===== src/rtl/sdram_arb_pkg.sv =====
// Shared definitions for the SDRAM burst arbiter: command encodings,
// scheduler states and default widths.
package sdram_arb_pkg;

    localparam logic [1:0] CMD_IDLE  = 2'b00;
    localparam logic [1:0] CMD_READ  = 2'b01;
    localparam logic [1:0] CMD_WRITE = 2'b10;

    typedef enum logic [1:0] {
        IDLE  = 2'd0,
        ISSUE = 2'd1,
        XFER  = 2'd2,
        DONE  = 2'd3
    } arb_state_t;

    localparam int DEF_NCH      = 2;
    localparam int DEF_ASIZE    = 23;
    localparam int DEF_LSIZE    = 9;
    localparam int DEF_LVLW     = 16;
    localparam int DEF_RD_DEPTH = 512;

endpackage


===== src/rtl/sdram_rr_pick.sv =====
// Combinational rotating priority picker: the first set request at or after
// START (wrapping) wins. With START tied to 0 it is a plain lowest-index
// fixed-priority picker.
module sdram_rr_pick #(
    parameter int N  = 4,
    parameter int SW = (N > 1) ? $clog2(N) : 1
) (
    input  logic [N-1:0]  req,
    input  logic [SW-1:0] start,
    output logic [N-1:0]  grant,
    output logic          valid
);

    logic [2*N-1:0] req_dbl;
    logic [2*N-1:0] gnt_dbl;
    logic [N-1:0]   req_rot;
    logic [N-1:0]   gnt_rot;

    // Rotate so START lands on bit 0, isolate lowest set bit, rotate back.
    always_comb begin
        req_dbl = {req, req};
        req_rot = N'(req_dbl >> start);
        gnt_rot = req_rot & (~req_rot + N'(1));
        gnt_dbl = {gnt_rot, gnt_rot};
        grant   = N'((gnt_dbl << start) >> N);
        valid   = |req;
    end

endmodule


===== src/rtl/sdram_burst_arbiter.sv =====
// Multi-channel SDRAM burst scheduler. Picks one eligible write/read channel,
// issues a single burst command, waits for the transfer to finish and then
// advances that channel's circular address pointer.
// Define SDRAM_ARB_RR_EN for round-robin arbitration; otherwise writes beat
// reads and the lower channel index wins.
module sdram_burst_arbiter
    import sdram_arb_pkg::*;
#(
    parameter int NCH      = DEF_NCH,
    parameter int ASIZE    = DEF_ASIZE,
    parameter int LSIZE    = DEF_LSIZE,
    parameter int LVLW     = DEF_LVLW,
    parameter int RD_DEPTH = DEF_RD_DEPTH
) (
    input  logic                 CLK,
    input  logic                 RESET_N,
    input  logic [NCH*LVLW-1:0]  WR_LEVEL,
    input  logic [NCH*LVLW-1:0]  RD_LEVEL,
    input  logic [NCH*ASIZE-1:0] WR_BASE,
    input  logic [NCH*ASIZE-1:0] WR_MAX,
    input  logic [NCH*ASIZE-1:0] RD_BASE,
    input  logic [NCH*ASIZE-1:0] RD_MAX,
    input  logic [NCH*LSIZE-1:0] WR_LEN,
    input  logic [NCH*LSIZE-1:0] RD_LEN,
    input  logic [NCH-1:0]       WR_LOAD,
    input  logic [NCH-1:0]       RD_LOAD,
    output logic [1:0]           CMD,
    output logic [ASIZE-1:0]     ADDR,
    output logic [LSIZE-1:0]     LENGTH,
    input  logic                 CMD_ACK,
    input  logic                 XFER_DONE,
    output logic [NCH-1:0]       WR_SEL,
    output logic [NCH-1:0]       RD_SEL,
    output logic                 BUSY
);

    localparam int NREQ = 2 * NCH;
    localparam int SW   = $clog2(NREQ);

    arb_state_t       state_reg, state_next;
    logic             grant_go;
    logic [1:0]       cmd_reg;
    logic [ASIZE-1:0] addr_reg;
    logic [LSIZE-1:0] length_reg;
    logic [NCH-1:0]   wr_sel_reg, rd_sel_reg;
    logic             busy_reg;
    logic [NREQ-1:0]  gnt_reg;
    logic             sup_reg;
    logic [ASIZE-1:0] wr_ptr_reg [NCH];
    logic [ASIZE-1:0] rd_ptr_reg [NCH];

    logic [NREQ-1:0]  req, loads, pick_grant;
    logic             pick_valid;
    logic [SW-1:0]    pick_start;
    logic [ASIZE-1:0] pick_addr;
    logic [LSIZE-1:0] pick_len;

    // Circular advance, evaluated one bit wider so max-len cannot wrap.
    function automatic logic [ASIZE-1:0] ptr_advance(
        input logic [ASIZE-1:0] ptr,
        input logic [ASIZE-1:0] base,
        input logic [ASIZE-1:0] max,
        input logic [LSIZE-1:0] len
    );
        logic [ASIZE:0] ptr_x, max_x, len_x;
        ptr_x = {1'b0, ptr};
        max_x = {1'b0, max};
        len_x = (ASIZE+1)'(len);
        if (max_x < len_x)
            return base;
        else if (ptr_x < max_x - len_x)
            return ptr + ASIZE'(len);
        else
            return base;
    endfunction

    // Per-channel eligibility; read headroom is summed one bit wider.
    for (genvar gi = 0; gi < NCH; gi++) begin : g_elig
        logic [LVLW:0] wr_lvl_x, wr_len_x, rd_sum_x;
        assign wr_lvl_x = (LVLW+1)'(WR_LEVEL[gi*LVLW +: LVLW]);
        assign wr_len_x = (LVLW+1)'(WR_LEN[gi*LSIZE +: LSIZE]);
        assign rd_sum_x = (LVLW+1)'(RD_LEVEL[gi*LVLW +: LVLW])
                        + (LVLW+1)'(RD_LEN[gi*LSIZE +: LSIZE]);
        assign req[gi]     = (WR_LEN[gi*LSIZE +: LSIZE] != '0) && !WR_LOAD[gi]
                           && (wr_lvl_x >= wr_len_x);
        assign req[NCH+gi] = (RD_LEN[gi*LSIZE +: LSIZE] != '0) && !RD_LOAD[gi]
                           && (rd_sum_x <= (LVLW+1)'(RD_DEPTH));
    end

    assign loads = {RD_LOAD, WR_LOAD};

`ifdef SDRAM_ARB_RR_EN
    logic [SW-1:0] rr_reg;
    logic [SW-1:0] gnt_idx;

    // Index of the burst currently in flight, for the round-robin advance.
    always_comb begin
        gnt_idx = '0;
        for (int k = 0; k < NREQ; k++)
            if (gnt_reg[k]) gnt_idx = SW'(k);
    end

    // Round-robin pointer moves past the served request when DONE retires.
    always_ff @(posedge CLK or negedge RESET_N) begin
        if (!RESET_N)
            rr_reg <= '0;
        else if (state_reg == DONE)
            rr_reg <= (gnt_idx == SW'(NREQ-1)) ? '0 : gnt_idx + SW'(1);
    end

    assign pick_start = rr_reg;
`else
    assign pick_start = '0;
`endif

    sdram_rr_pick #(.N(NREQ), .SW(SW)) u_pick (
        .req   (req),
        .start (pick_start),
        .grant (pick_grant),
        .valid (pick_valid)
    );

    // Address and length of the candidate grant.
    always_comb begin
        pick_addr = '0;
        pick_len  = '0;
        for (int k = 0; k < NCH; k++) begin
            if (pick_grant[k]) begin
                pick_addr = wr_ptr_reg[k];
                pick_len  = WR_LEN[k*LSIZE +: LSIZE];
            end
            if (pick_grant[NCH+k]) begin
                pick_addr = rd_ptr_reg[k];
                pick_len  = RD_LEN[k*LSIZE +: LSIZE];
            end
        end
    end

    // State register.
    always_ff @(posedge CLK or negedge RESET_N) begin
        if (!RESET_N) state_reg <= IDLE;
        else          state_reg <= state_next;
    end

    // Next-state logic; a pending LOAD holds off any new grant.
    always_comb begin
        state_next = state_reg;
        grant_go   = 1'b0;
        case (state_reg)
            IDLE:    if (pick_valid && !(|loads)) begin
                         state_next = ISSUE;
                         grant_go   = 1'b1;
                     end
            ISSUE:   if (CMD_ACK)   state_next = XFER;
            XFER:    if (XFER_DONE) state_next = DONE;
            DONE:    state_next = IDLE;
            default: state_next = IDLE;
        endcase
    end

    // Command outputs, grant latch and LOAD-during-burst suppression flag.
    always_ff @(posedge CLK or negedge RESET_N) begin
        if (!RESET_N) begin
            cmd_reg    <= CMD_IDLE;
            addr_reg   <= '0;
            length_reg <= '0;
            wr_sel_reg <= '0;
            rd_sel_reg <= '0;
            busy_reg   <= 1'b0;
            gnt_reg    <= '0;
            sup_reg    <= 1'b0;
        end else begin
            case (state_reg)
                IDLE: if (grant_go) begin
                    cmd_reg    <= (|pick_grant[NCH-1:0]) ? CMD_WRITE : CMD_READ;
                    addr_reg   <= pick_addr;
                    length_reg <= pick_len;
                    wr_sel_reg <= pick_grant[NCH-1:0];
                    rd_sel_reg <= pick_grant[NREQ-1:NCH];
                    busy_reg   <= 1'b1;
                    gnt_reg    <= pick_grant;
                    sup_reg    <= 1'b0;
                end
                ISSUE: if (CMD_ACK) cmd_reg <= CMD_IDLE;
                DONE: begin
                    wr_sel_reg <= '0;
                    rd_sel_reg <= '0;
                    busy_reg   <= 1'b0;
                end
                default: ;
            endcase
            if (state_reg != IDLE && |(loads & gnt_reg))
                sup_reg <= 1'b1;
        end
    end

    // Channel pointers: LOAD reloads base and beats the DONE advance.
    always_ff @(posedge CLK or negedge RESET_N) begin
        if (!RESET_N) begin
            for (int k = 0; k < NCH; k++) begin
                wr_ptr_reg[k] <= '0;
                rd_ptr_reg[k] <= '0;
            end
        end else begin
            for (int k = 0; k < NCH; k++) begin
                if (WR_LOAD[k])
                    wr_ptr_reg[k] <= WR_BASE[k*ASIZE +: ASIZE];
                else if (state_reg == DONE && gnt_reg[k] && !sup_reg)
                    wr_ptr_reg[k] <= ptr_advance(wr_ptr_reg[k], WR_BASE[k*ASIZE +: ASIZE],
                                                 WR_MAX[k*ASIZE +: ASIZE], WR_LEN[k*LSIZE +: LSIZE]);
                if (RD_LOAD[k])
                    rd_ptr_reg[k] <= RD_BASE[k*ASIZE +: ASIZE];
                else if (state_reg == DONE && gnt_reg[NCH+k] && !sup_reg)
                    rd_ptr_reg[k] <= ptr_advance(rd_ptr_reg[k], RD_BASE[k*ASIZE +: ASIZE],
                                                 RD_MAX[k*ASIZE +: ASIZE], RD_LEN[k*LSIZE +: LSIZE]);
            end
        end
    end

    assign CMD    = cmd_reg;
    assign ADDR   = addr_reg;
    assign LENGTH = length_reg;
    assign WR_SEL = wr_sel_reg;
    assign RD_SEL = rd_sel_reg;
    assign BUSY   = busy_reg;

endmodule


===== config.mk =====
export PLATFORM = sky130hd
export DESIGN_NAME = sdram_burst_arbiter
export DESIGN_NICKNAME = d
export VERILOG_FILES = /design/src/rtl/sdram_arb_pkg.sv /design/src/rtl/sdram_rr_pick.sv /design/src/rtl/sdram_burst_arbiter.sv
export SDC_FILE = /design/constraint.sdc
export NUM_CORES = 1
export LEC_CHECK = 0
export CELL_PAD_IN_SITES_DETAIL_PLACEMENT = 1
export CELL_PAD_IN_SITES_GLOBAL_PLACEMENT = 1
export CORE_ASPECT_RATIO = 1.1
export CORE_MARGIN = 2
export CORE_UTILIZATION = 35
export DETAILED_ROUTE_END_ITERATION = 10
export PLACE_DENSITY_LB_ADDON = 0.1
export SLEW_MARGIN = 40
export SYNTH_ARGS = -nofsm -noshare
export SYNTH_HDL_FRONTEND = slang
export SYNTH_SLANG_ARGS = --single-unit

===== constraint.sdc =====
create_clock -name CLK -period 3.01 [get_ports CLK]
set_input_delay 0.4515 -clock CLK [delete_from_list [all_inputs] [get_ports CLK]]
set_output_delay 0.4515 -clock CLK [all_outputs]
set_load 0.01 [all_outputs]

==> results of run 1 <==
-- final cells by class --
type	instances	area [sq um]
tap	581	727
timing repair buffer	966	8880
clock buffer	21	470
clock inverter	10	119
fill	5015	16100
multi-input combinational	1624	14100
sequential	138	3450
inverter	114	487
antenna	2	5.00
-- cell usage after synthesis (all sizes together) (47+ instances only) --
| cell type | number | area, sq um |
|---|---|---|
| a31oi | 47 | 294 |
| inv | 114 | 428 |
| a21o | 49 | 368 |
| clkbuf | 48 | 180 |
| nor2 | 153 | 574 |
| a21oi | 119 | 596 |
| ha | 200 | 2500 |
| nand3 | 53 | 265 |
| dfrtp | 138 | 3450 |
| nor3 | 62 | 320 |
| o21ai | 116 | 581 |
| nand2 | 177 | 664 |
| xnor2 | 69 | 604 |
-- how the worst max path moves through the flow --
stage                     endpoint  depth (start not counted)  slack (ns)  startpoint
global route         wr_ptr_reg[0]                         26       -1.44  WR_LEN[10]
finish              wr_ptr_reg[32]                         21       -1.35   WR_LEN[7]
detailed placement   wr_ptr_reg[7]                         25       -2.24  WR_LEN[10]
global placement     wr_ptr_reg[5]                         23       -2.09  WR_LEN[10]
floorplan           wr_ptr_reg[11]                         23       -1.05  WR_LEN[10]
CTS                  wr_ptr_reg[6]                         28       -1.22  WR_LEN[10]
-- stage by stage --
stage | hold WS [ns] | utilization [%] | power (mW)
3_3_place_gp | 0.459 | 53.4 | 11.6
4_1_cts | 0.495 | 60.7 | 15.8
3_5_place_dp | 0.455 | 53.4 | 12.1
6_report | 0.506 | 63.8 | 17.3
2_1_floorplan | 0.156 | - | 7.94
5_1_grt | 0.510 | 63.8 | 18.1
-- logic make-up (layout without fill, tap and decap cells) --
group / count (synthesis) / count (layout) / share of synthesized area, %
and+or+nand+nor: 662 / 662 / 20.9
AOI/OAI and AO/OA: 592 / 592 / 25.9
adders and majority gates: 210 / 210 / 17.3
buffers and inverters: 176 / 1111 / 4.38
DFF: 138 / 138 / 22.1
xor gates and xnor gates: 108 / 108 / 6.05
muxes: 52 / 52 / 3.39
other: 0 / 2 / 0
-- worst register-to-register path: stages, from the launching register on --
cell and delay [ns]:
dfrtp_1 0.36, ha_1 0.18, inv_1 0.06, fa_1 0.41, nor2b_1 0.14, o21ai_0 0.13, a21boi_0 0.27, o21ai_0 0.20
a211oi_1 0.36, o21bai_1 0.19, buf_4 0.21, or4_1 0.43, a21oi_2 0.15, a211o_1 0.10
-- power breakdown --
part,internal (mW),switching [mW],total [mW]
Combinational,5.63,5.57,11.2
Sequential,2.60,1.25,3.85
Clock,1.28,0.956,2.24
-- timing repair --
item / CTS / global route
gates cloned: 17 / 1
hold buffers: 1 / 0
hold endpoints to repair: 5 / 0
buffers inserted: 125 / 64
gates resized for setup: 426 / 289
setup endpoints to repair: 138 / 138
pin swaps: 167 / 196
-- cells in the final DEF, fill, tap and decap left out, types with 26 or more instances in the layout --
master and count:
buf_4 524, a21o_1 48, dfrtp_1 138, buf_12 28
ha_1 163, o21ai_1 46, buf_6 72, o21a_1 26
mux2i_1 34, a21oi_1 53, nand2_1 153, xnor2_1 63
clkdlybuf4s50_1 267, inv_1 94, and3_1 27, o211ai_1 29
a21oi_2 51, o21ai_0 49, nand3_1 37, xor2_1 38
ha_4 28, nor2_1 120, a31oi_1 30, nor3_1 41
-- routing by layer --
metal	share of wire, %	track usage (%)	up-vias
met5	0	0	-
met4	5.6	15.3	0
met3	4.6	3.90	267
met2	50	60.2	765
met1	40	42.0	10034
li1	-	-	9131
==> metrics.cfg, run 1 <==
[drt]
wl_um=86400
drtAntennaViolNets=0
routedWlPerCell_um=25.0
drc=0
routed_via_density=5.84
firstDrtPassIters=7
dr.first_iter.drc_count=1296
num_vias=20197

[setup_path]
cp-start-kind=input port
cpPeakStageDelay_ns=0.56
critPathKind=input port to register
critPathSlowestCell=or4_4
cp.required_ns=3.34
r2r-end=wr_ptr_reg[16]
crit_family=simple AND/OR/NAND/NOR gates
cp-end-kind=register
rrSetupSlack_ns=-0.24
r2r-start=wr_ptr_reg[0]
critPathMaxFanout=5
r2r_cells=13
cpMostUsedCell=buf_6
critPathArrivalTime_ns=4.69
path_cells=clkdlybuf4s50_1 -> inv_1 -> ha_1 -> nand3_1 -> nand2_1 -> or2_4 -> buf_6 -> nor4_4 -> xnor2_1 -> ha_1 -> nand4_1 -> or4_4 -> a21oi_4 -> o21ai_2 -> a22oi_2 -> buf_6 -> buf_6 -> buf_16 -> buf_6 -> mux2i_1 -> o2bb2ai_1
path_buf_inv=7

[synthesis]
postSynthCellCount=1938
avgSynthCellArea_sq_um=8.06
synth_cell_types=84
synth_nets=2440
synth-seq-cells=138
synth_area_sq_um=15600
synth_warnings=0
yosysSeqAreaShare_pct=22.1
synth_edf_count=0
synth-main-ff-cell=dfrtp_1
synthArstFlopShare_pct=100

[placed_design]
dpl-instance-area_sq_um=23700
placed_cells=3246
dpl_worst_slack_ns=-2.24
place.gp.congestion=0.882
port_buffers=330
dp_hpwl_um=58900

[timing]
clock-skew-final_ns=0.0133
finalSetupViolations=138
rsz0062_at_grt=yes
clock.fmax_ghz=0.229
finalMaxSlewViolations=0
post-route-min-period_ns=4.36
fin_setup_tns_ns=-128.98
slew_headroom_pct=47.6
hold_violations=0
setup_ws_ns=-1.35
fin_crit_sh_pct=145
tightest_slew_ns=0.786

[floorplan]
core_sq_um=44300
dieArea_sq_um=46400
die_w_um=205
io_pins=331
dieHeight_um=226
row_count=81
start_util_pct=35.3

[clock_tree]
clk_pin_slew_worst_paths_ns=0.07
clk_latency_ns=0.45
clkSinkCount=138
htree_levels=4
root_buffer=clkbuf_16
numCtsBuffers=17
cts_max_path_buffers=2
tritoncts=yes

[pwr]
irDropWorstVdd_uv=516
p_leak_nw=12.5
powerDensity_nw_per_um2=612

[cells_and_area]
fin_cells=3456
area_growth_pct=80.7
final_nets=3363
layout-drive-gt1-share_pct=38.9
fin_area_sq_um=28200

[hold_path]
hp-start=RD_LEN[11]
min_delay_path_depth=4
hp-class=input port to register
holdPathEnd=LENGTH[2]

[global_routing]
overflow=0
grt_max_degree=55
groute.usage.overall_pct=34.3
grt_pass1_wl_um=123000
first_global_vias=21522
antenna_found_initial=2

[status]
violations=negative setup slack
status=finished with violations

[job]
maxCapViolations=0

Note: power is estimated with default switching activity, not from simulation.
==> inputs of run 2 (changes only) <==
--- a/config.mk
+++ b/config.mk
@@ -5,6 +5,7 @@
 export SDC_FILE = /design/constraint.sdc
 export NUM_CORES = 1
 export LEC_CHECK = 0
+export CAP_MARGIN = 20
 export CELL_PAD_IN_SITES_DETAIL_PLACEMENT = 1
 export CELL_PAD_IN_SITES_GLOBAL_PLACEMENT = 1
 export CORE_ASPECT_RATIO = 1.1
==> results of run 2 <==
Final layout, timing and power as in run 1 (identical DEF).
